$ cat config.mk
export PLATFORM = sky130hd
export DESIGN_NAME = sc_transition_sequencer
export DESIGN_NICKNAME = d
export VERILOG_FILES = /design/src/rtl/transition_pkg.sv /design/src/rtl/sc_transition_frame_timer.sv /design/src/rtl/sc_transition_sequencer.sv
export SDC_FILE = /design/constraint.sdc
export NUM_CORES = 1
export LEC_CHECK = 0
export CORE_MARGIN = 2
export CORE_UTILIZATION = 25
export DETAILED_ROUTE_END_ITERATION = 8
export GPL_TIMING_DRIVEN = 0
export MAX_ROUTING_LAYER = met4
export PLACE_DENSITY = 0.51
export SLEW_MARGIN = 20
export SYNTH_ARGS = -nofsm -noshare
export SYNTH_HDL_FRONTEND = slang
export SYNTH_HIERARCHICAL = 1
export SYNTH_SLANG_ARGS = --single-unit
$ cat constraint.sdc
create_clock -name sc_transition_sequencer_CLOCK_50 -period 2.7 [get_ports sc_transition_sequencer_CLOCK_50]
set_input_delay 0.405 -clock sc_transition_sequencer_CLOCK_50 [delete_from_list [all_inputs] [get_ports sc_transition_sequencer_CLOCK_50]]
set_output_delay 0.405 -clock sc_transition_sequencer_CLOCK_50 [all_outputs]
set_load 0.01 [all_outputs]
$ cat src/rtl/transition_pkg.sv
// transition_pkg: shared state encoding, widths and blank code for the transition sequencer
package transition_pkg;
   typedef enum logic [1:0] {IDLE, PLAY, DONE} state_e;
   localparam int FRAME_W = 3;
   localparam int TICK_W  = 8;
   localparam int PASS_W  = 4;
   localparam logic [FRAME_W-1:0] CTRL_BLANK = 3'b111;
endpackage

$ cat src/rtl/sc_transition_frame_timer.sv
// sc_transition_frame_timer: counts tick pulses within one frame and strobes when the frame's last tick arrives
module sc_transition_frame_timer
   import transition_pkg::*;
#(
   parameter int FRAME_TICKS = 4
) (
   input  logic clk,
   input  logic rst_n,
   input  logic clr,
   input  logic tick_in,
   output logic frame_expire
);
   localparam logic [TICK_W-1:0] TICK_LAST = TICK_W'(FRAME_TICKS - 1);
   logic [TICK_W-1:0] tick_cnt_q, tick_cnt_d;
   // a clear discards any tick in the same cycle; the expiring tick restarts the count
   always_comb begin
      frame_expire = !clr && tick_in && (tick_cnt_q == TICK_LAST);
      tick_cnt_d   = (clr || frame_expire) ? '0 : tick_in ? tick_cnt_q + TICK_W'(1) : tick_cnt_q;
   end
   // tick counter register
   always_ff @(posedge clk or negedge rst_n) begin
      if (!rst_n) tick_cnt_q <= '0;
      else        tick_cnt_q <= tick_cnt_d;
   end
endmodule

$ cat src/rtl/sc_transition_sequencer.sv
// sc_transition_sequencer: steps the frame ROM select through frames 0..LAST_FRAME for REPEAT passes;
// define TRANSITION_LOOP_EN to loop forever with a done pulse at every wrap
module sc_transition_sequencer
   import transition_pkg::*;
#(
   parameter int FRAME_TICKS = 4,
   parameter int REPEAT      = 1,
   parameter int LAST_FRAME  = 6
) (
   input  logic               sc_transition_sequencer_CLOCK_50,
   input  logic               sc_transition_sequencer_RESET_InLow,
   input  logic               sc_transition_sequencer_start_InLow,
   input  logic               sc_transition_sequencer_abort_InLow,
   input  logic               sc_transition_sequencer_tick_in,
   output logic [FRAME_W-1:0] sc_transition_sequencer_ctrl_out,
   output logic               sc_transition_sequencer_busy_out,
   output logic               sc_transition_sequencer_done_out
);
   localparam logic [FRAME_W-1:0] FRAME_LAST = FRAME_W'(LAST_FRAME);
   localparam logic [PASS_W-1:0]  PASS_LAST  = PASS_W'(REPEAT - 1);
   logic               clk, rst_n, start_n, abort_n;
   logic               frame_expire, wrap;
   state_e             state_q, state_d;
   logic [FRAME_W-1:0] frame_q, frame_d, ctrl_q, ctrl_d;
   logic [PASS_W-1:0]  pass_q, pass_d;
   logic               busy_q, busy_d, done_q, done_d;
   assign clk     = sc_transition_sequencer_CLOCK_50;
   assign rst_n   = sc_transition_sequencer_RESET_InLow;
   assign start_n = sc_transition_sequencer_start_InLow;
   assign abort_n = sc_transition_sequencer_abort_InLow;
   sc_transition_frame_timer #(.FRAME_TICKS(FRAME_TICKS)) u_timer (
      .clk          (clk),
      .rst_n        (rst_n),
      .clr          (state_q != PLAY || !abort_n),
      .tick_in      (sc_transition_sequencer_tick_in),
      .frame_expire (frame_expire)
   );
   // next state and frame/pass progression; outputs are derived from the next state so they register cleanly
   always_comb begin
      state_d = state_q;
      frame_d = frame_q;
      pass_d  = pass_q;
      wrap    = 1'b0;
      case (state_q)
         IDLE: if (!start_n && abort_n) begin
            state_d = PLAY;
            frame_d = '0;
            pass_d  = '0;
         end
         PLAY: if (!abort_n) state_d = IDLE;
         else if (frame_expire) begin
            if (frame_q < FRAME_LAST) frame_d = frame_q + FRAME_W'(1);
            else begin
`ifdef TRANSITION_LOOP_EN
               frame_d = '0;
               wrap    = 1'b1;
`else
               if (pass_q < PASS_LAST) begin
                  frame_d = '0;
                  pass_d  = pass_q + PASS_W'(1);
               end else state_d = DONE;
`endif
            end
         end
         default: state_d = IDLE;
      endcase
      ctrl_d = (state_d == PLAY) ? frame_d : CTRL_BLANK;
      busy_d = (state_d == PLAY);
      done_d = (state_d == DONE) || wrap;
   end
   // state and registered outputs
   always_ff @(posedge clk or negedge rst_n) begin
      if (!rst_n) begin
         state_q <= IDLE;
         frame_q <= '0;
         pass_q  <= '0;
         ctrl_q  <= CTRL_BLANK;
         busy_q  <= 1'b0;
         done_q  <= 1'b0;
      end else begin
         state_q <= state_d;
         frame_q <= frame_d;
         pass_q  <= pass_d;
         ctrl_q  <= ctrl_d;
         busy_q  <= busy_d;
         done_q  <= done_d;
      end
   end
   assign sc_transition_sequencer_ctrl_out = ctrl_q;
   assign sc_transition_sequencer_busy_out = busy_q;
   assign sc_transition_sequencer_done_out = done_q;
endmodule

==> impl_results.md <==
* Worst-path clk slew at 0.10 ns
* Fraction of layout cells with a size suffix above 1 at 11.2%
* Final hold slack at 0.517 ns
* Num rows at 21
* Hold Crit Class: in2reg
* Post-synth EDFFs at 0
* Slowest cell on the critical path: or4_4
* Maximum number of pins on one net before global-route repair at 19
* Seq/Total Area, Yosys at 51.9%
* WP buf/inv at 0
* Number of fill cells in the layout at 356
* Worst rel slew slack at 46.8%
* Setup CP Type: reg2reg
* Height of the die at 63.1 um
* Comb power frac at 9.7%
* Critical path's top delay family: simple AND/OR/NAND/NOR gates
* Number of top-level pins at 10
* DRT Wirelength at 1630 um
* Number of H-tree levels at 1
* Hold Crit Start: sc_transition_sequencer_tick_in
* Avg WL per Cell at 11.3 um
* Drt via density at 4.63
* Final worst slack at 0.276 ns
* Synth cell types at 31
* Sequential cell fraction of total power at 60.8%
* Critical path depth in cells at 7
* GRT Total Usage at 9.86%
* Arr. time, crit path at 2.65 ns
* Switch Pwr at 0.000109 W
* Maximum clock rate at 413 MHz
* Ys flop type: dfrtp_1
* Diodes inserted at 0
* Hold endpoint: u_timer/tick_cnt_q[0]
* Gpl congestion at 0.850
* Nets at 106
* Syn nets at 93
* Critical R2R Launch: u_timer/tick_cnt_q[2]
* Status: completed
* Worst slack at placement at 0.313 ns
* Maximum clock insertion buffer count at 2
* # port buffers at 8
* Setup bufs post-CTS at 0
* Dpl hpwl at 1250 um
* Min-Delay Path Depth at 3
* Flops & latches, synth at 18
* PwrDens at 448 mW/mm^2
* Period minus WS final at 2.42 ns
* Switching portion of total power at 23.4%
* RSZ-0062 raised after global routing: false
* Setup crit start kind: flip-flop
* CTS root buf: clkbuf_4
* Die area at 0.00399 mm^2
* R2R cell count at 7
* Max Clock Skew at 0.00610 ns
* Tightest Pin Transition at 0.796 ns
* Hold Buf Count CTS at 0
* Final hold vios at 0
* DR iter-0 viols at 33
* CP cell instances: or4_4, or4_1, nor2_1, and4b_1, a21oi_1, a21o_1, o21ai_2
* Register area at 454 um^2
* First-pass GRT wire length at 3060 um
* Cts repair resizes at 0
* P_leak at 0.420 nW
* # setup viols final at 0
* CP required at 2.93 ns
* Cell internal pwr at 0.000357 W
* Total power at 0.000466 W
* Slew Viols, Final at 0
* Core area at 0.00334 mm^2
* Crit-path max FO at 6
* Multi-input logic area at 413 um^2
* Total grt overflow at 0
* Post-synthesis average cell area at 10.2 um^2
* Post-synth ARST share at 100%
* Worst VDD drop at 0.189 mV
* Total number of vias at 666
* Ys Warns at 6
* Pre-antenna DRT Iters at 4
* Die W at 63.1 um
* Routed Antenna Nets at 0
* FF-to-FF End: sc_transition_sequencer_ctrl_out[2]
* Number of clock sinks at 18
* Worst reg2reg setup slack at 0.28 ns
* Setup TNS at 0 ns
* TritonCTS buffer count at 3
* Clock share of power at 29.6%
* Mapped Cells at 86
* Initial Utilization at 26.2%
* Initial antenna violation count at 0
* Final Cycle Share at 89.8%
* CP peak stage delay at 0.52 ns
* CTS tree: built
* Vias in the first global route at 694
* Worst skew pair latency at 0.29 ns
* Synth-to-Final Area Change at 18.7%
* Remaining DRCs at 0
* CP endpoint kind: flip-flop
* Final core occ at 31.1%
* Max Cap Viol at 0
* Mapped Area at 875 um^2
[per-layer routing]
metal | global-route usage (%) | wire length [um]
met5 | - | 0
met4 | 1.67 | 0
met3 | 3.93 | 68
met2 | 16.4 | 773
met1 | 11.4 | 791
[power groups by stage]
stage	Sequential (W)	Combinational (W)	Clock (W)
final	0.000283	0.0000450	0.000138
after floorplan	0.000290	0.0000189	0
after global placement	0.000288	0.0000460	0
after CTS	0.000283	0.0000461	0.000148
after global routing	0.000284	0.0000507	0.000162
after detailed placement	0.000288	0.0000459	0
[state kept, by name (all words and copies together), names as in the netlist]
signal,cells
frame_q,3
sc_transition_sequencer_busy_out,1
sc_transition_sequencer_ctrl_out,3
sc_transition_sequencer_done_out,1
state_q,2
u_timer/tick_cnt_q,8
[worst max-delay path by stage]
| stage | to | from |
|---|---|---|
| after detailed placement | sc_transition_sequencer_ctrl_out[2] | u_timer/tick_cnt_q[5] |
| after global routing | sc_transition_sequencer_ctrl_out[2] | u_timer/tick_cnt_q[2] |
| after floorplan | sc_transition_sequencer_ctrl_out[2] | u_timer/tick_cnt_q[5] |
| after CTS | sc_transition_sequencer_ctrl_out[2] | u_timer/tick_cnt_q[2] |
| after global placement | sc_transition_sequencer_ctrl_out[2] | u_timer/tick_cnt_q[2] |
| final | sc_transition_sequencer_ctrl_out[2] | u_timer/tick_cnt_q[2] |
[synth_stat cells, types with 2 or more instances]
library cell | count | area share [%]
dfrtp_1 | 15 | 43
nor2_1 | 10 | 4.3
nand2_1 | 9 | 3.9
nand3_1 | 6 | 3.4
a21oi_1 | 5 | 2.9
nand4_1 | 5 | 3.6
dfstp_2 | 3 | 9.0
nor3_1 | 3 | 1.7
o21ai_0 | 3 | 1.7
xor2_1 | 3 | 3.0
ha_1 | 2 | 2.9
nand2b_1 | 2 | 1.4
or3_1 | 2 | 1.4
[through the flow]
| step | instance area [um^2] | instances |
|---|---|---|
| detailed placement | 1010 | 140 |
| global route | 1040 | 144 |
| CTS | 1040 | 144 |
| finish | 1040 | 144 |
| global placement | 1010 | 140 |
| floorplan | 875 | 86 |
[logic make-up (layout without fill, tap and decap cells)]
family                     count (synthesis)  count (layout)  synth area share (%)
xor gates and xnor gates                   4               4                  4.01
DFF                                       18              18                  51.9
AOI/OAI and AO/OA                         14              14                  12.0
adders and majority gates                  2               2                  2.86
buffers and inverters                      2              14                 0.858
muxes                                      1               1                  1.14
and+or+nand+nor                           45              45                  27.2
[tightest hold or removal path: cells and delay by family]
kind                   cells  cell delay [ns]
buffers and inverters      1             0.16
XOR/XNOR                   1             0.18
AND/OR/NAND/NOR            1             0.04
[cells in the final DEF (no fill, tap or decap), drive strengths merged]
cell | netlist | final
nand2b | 2 | 2
clkbuf | 1 | 5
dfrtp | 15 | 15
o41ai | 1 | 1
nand4 | 5 | 5
xor2 | 3 | 3
nand2 | 9 | 9
nor2 | 11 | 11
xnor2 | 1 | 1
and4b | 1 | 1
and2b | 1 | 1
dfstp | 3 | 3
or4 | 2 | 2
nor3 | 3 | 3
a21o | 1 | 1
inv | 1 | 1
a31oi | 1 | 1
clkdlybuf4s50 | 0 | 8
nand3 | 6 | 6
a21oi | 5 | 5
ha | 2 | 2
o21bai | 1 | 1
nor4b | 1 | 1
or3 | 3 | 3
mux2i | 1 | 1
nor2b | 1 | 1
o21ai | 4 | 4
o211ai | 1 | 1
[area by class of cell]
cell class | count | share of cell area [%]
clock buffer | 4 | 2.53
tap | 46 | 5.54
sequential | 18 | 43.7
timing repair buffer | 8 | 7.71
inverter | 1 | 0.361
multi-input combinational | 66 | 39.8
buffer | 1 | 0.361
No activity file was read; power rests on OpenSTA's default activity.
==> RTL change, RTL diff (same settings) <==
Reset style: synchronous (`rst_n`), changed in 2 clocked blocks.
--- a/src/rtl/sc_transition_frame_timer.sv
+++ b/src/rtl/sc_transition_frame_timer.sv
@@ -18,7 +18,7 @@
       tick_cnt_d   = (clr || frame_expire) ? '0 : tick_in ? tick_cnt_q + TICK_W'(1) : tick_cnt_q;
    end
    // tick counter register
-   always_ff @(posedge clk or negedge rst_n) begin
+   always_ff @(posedge clk) begin
       if (!rst_n) tick_cnt_q <= '0;
       else        tick_cnt_q <= tick_cnt_d;
    end
--- a/src/rtl/sc_transition_sequencer.sv
+++ b/src/rtl/sc_transition_sequencer.sv
@@ -69,7 +69,7 @@
       done_d = (state_d == DONE) || wrap;
    end
    // state and registered outputs
-   always_ff @(posedge clk or negedge rst_n) begin
+   always_ff @(posedge clk) begin
       if (!rst_n) begin
          state_q <= IDLE;
          frame_q <= '0;
Function: differs if sc_transition_sequencer_RESET_InLow is asserted again (counterexample within 4 cycles, from zero or initial values and one cycle with sc_transition_sequencer_RESET_InLow low); with sc_transition_sequencer_RESET_InLow held inactive, the same outputs for 10 cycles.
==> RTL change against the unedited design <==
  * Sequential cell count did not move
  * Design area fell by 1.8%
  * Wire length fell by 5.6%
  * Die area fell by 3.1%
  * Hold slack got worse by 0.053 ns
  * Power rose by 0.81%
  * Highest routed layer is now met4
  * Synthesized area fell by 3.3%
  * Setup slack improved by 0.047 ns
==> RTL change: results (changes against the unedited design) <==
[logic_synthesis]
synth.area.top_cells = dfxtp_1 (43%), nor2_1 (4.4%), a21oi_1 (4.1%)  ; was dfrtp_1 (43%), dfstp_2 (9.0%), nor2_1 (4.3%)
synthTopCellsByCount = dfxtp_1 (18), nor2_1 (10), a21oi_1 (7)  ; was dfrtp_1 (15), nor2_1 (10), nand2_1 (9)
syn_nets = 100  ; was 93
synthCells = 93  ; was 86

[route]
drtIter0Drc = 30  ; was 33
routedWlPerCell_um = 10.21  ; was 11.34 um
routed_wl_um = 1541  ; was 1633 um
vias = 697  ; was 666

[global_routing]
grt_pass1_vias = 670  ; was 694
track_usage_pct = 8.955  ; was 9.855%
grt_pass1_wl_um = 2801  ; was 3056 um

[cells_and_area]
nFillCells = 371  ; was 356
nets = 113  ; was 106
layout-drive-gt1-share_pct = 11.43  ; was 11.22%
area_growth_pct = 20.56  ; was 18.74%

[status]
status = completed  ; unchanged

[timing]
slew_headroom_pct = 73.44  ; was 46.79%
clock-skew-final_ns = 0.001047  ; was 0.006097 ns

[place]
gp_congestion = 0.7318  ; was 0.8500
dp_hpwl_um = 1140  ; was 1251 um
pre_cts_ws_ns = -0.03500  ; was 0.3133 ns
post_dp_cell_area_um2 = 983.4  ; was 1012 um2

[setup_path]
timing.rr.start = state_q[0]$_SDFF_PN0_  ; was u_timer/tick_cnt_q[2]$_DFFE_PN0P_
cp_slowest_cell = clkdlybuf4s50_1  ; was or4_4
r2r_cells = 9  ; was 7
r2r-end = sc_transition_sequencer_ctrl_out[1]$_SDFF_PN1_  ; was sc_transition_sequencer_ctrl_out[2]$_DFF_PN1_
crit_fanout = 8  ; was 6

[power]
p_switching_uw = 100.2  ; was 109.1 uW
leakage_nw = 0.3613  ; was 0.4204 nW
irDropWorstVdd_mv = 0.2919  ; was 0.1891 mV

RTL change: cell count changes after synthesis, moves of 2 or more:
cell / delta
a21oi_1: +2
nand3_1: -2
nand4_1: -2
dfrtp_1: -15
mux2i_1: +2
dfxtp_1: +18
nand2_1: -3
dfstp_2: -3
inv_1: +2
RTL change: worst max-delay path by stage:
stage | from | end | slack [ns] | depth (start not counted)
3_3_place_gp | sc_transition_sequencer_abort_InLow | sc_transition_sequencer_ctrl_out[1]$_SDFF_PN1_ | -0.009 | 10
6_report | sc_transition_sequencer_abort_InLow | sc_transition_sequencer_ctrl_out[1]$_SDFF_PN1_ | 0.32 | 10
4_1_cts | sc_transition_sequencer_abort_InLow | sc_transition_sequencer_ctrl_out[1]$_SDFF_PN1_ | 0.28 | 10
5_1_grt | sc_transition_sequencer_abort_InLow | sc_transition_sequencer_ctrl_out[1]$_SDFF_PN1_ | 0.10 | 10
3_5_place_dp | sc_transition_sequencer_abort_InLow | sc_transition_sequencer_ctrl_out[1]$_SDFF_PN1_ | -0.04 | 10
2_1_floorplan | sc_transition_sequencer_abort_InLow | sc_transition_sequencer_ctrl_out[1]$_SDFF_PN1_ | 0.82 | 9
RTL change: final cells by class:
cell class                      instances  share of cell area, %
Tap cell                               46                  5.644
Multi-Input combinational cell         69                  44.54
Inverter                                3                  1.104
Timing Repair Buffer                    8                  7.853
Sequential cell                        18                  35.34
Clock buffer                            4                  3.558
Buffer                                  3                  1.963
RTL change: power groups by stage:
stage | clock (mW) | sequential [mW] | combinational [mW]
2_1_floorplan | 0 | 0.280 | 0.0164
6_report | 0.164 | 0.272 | 0.0336
3_5_place_dp | 0 | 0.278 | 0.0340
4_1_cts | 0.172 | 0.272 | 0.0341
5_1_grt | 0.182 | 0.272 | 0.0369
3_3_place_gp | 0 | 0.278 | 0.0337
RTL change: layer usage:
layer  global-route usage, %  part of all wire (%)  vias to the layer above  wire, um
li1                        -                     -                      358         -
met1                   10.03                    46                      325       707
met2                   15.63                    48                       12       741
met3                   3.623                   5.4                        2        83
met4                  0.8333                  0.58                        0         9
met5                       -                     0                        -         0
RTL change: cells by family (layout without fill, tap and decap cells):
logic type | after synthesis | count (layout) | share of synthesized area, %
AO/OA/AOI/OAI | 17 | 17 | 13.02
XOR/XNOR | 4 | 4 | 4.143
adder cells (fa/ha/maj) | 2 | 2 | 2.958
buffers and inverters | 6 | 18 | 3.697
flip-flops | 18 | 18 | 42.60
multiplexers | 3 | 3 | 3.550
AND/OR/NAND/NOR | 43 | 43 | 30.03
RTL change: tightest hold or removal path, cell delays in order:
cell	delay [ns]
buf_2	0.16
xnor2_1	0.08
nor2_1	0.07
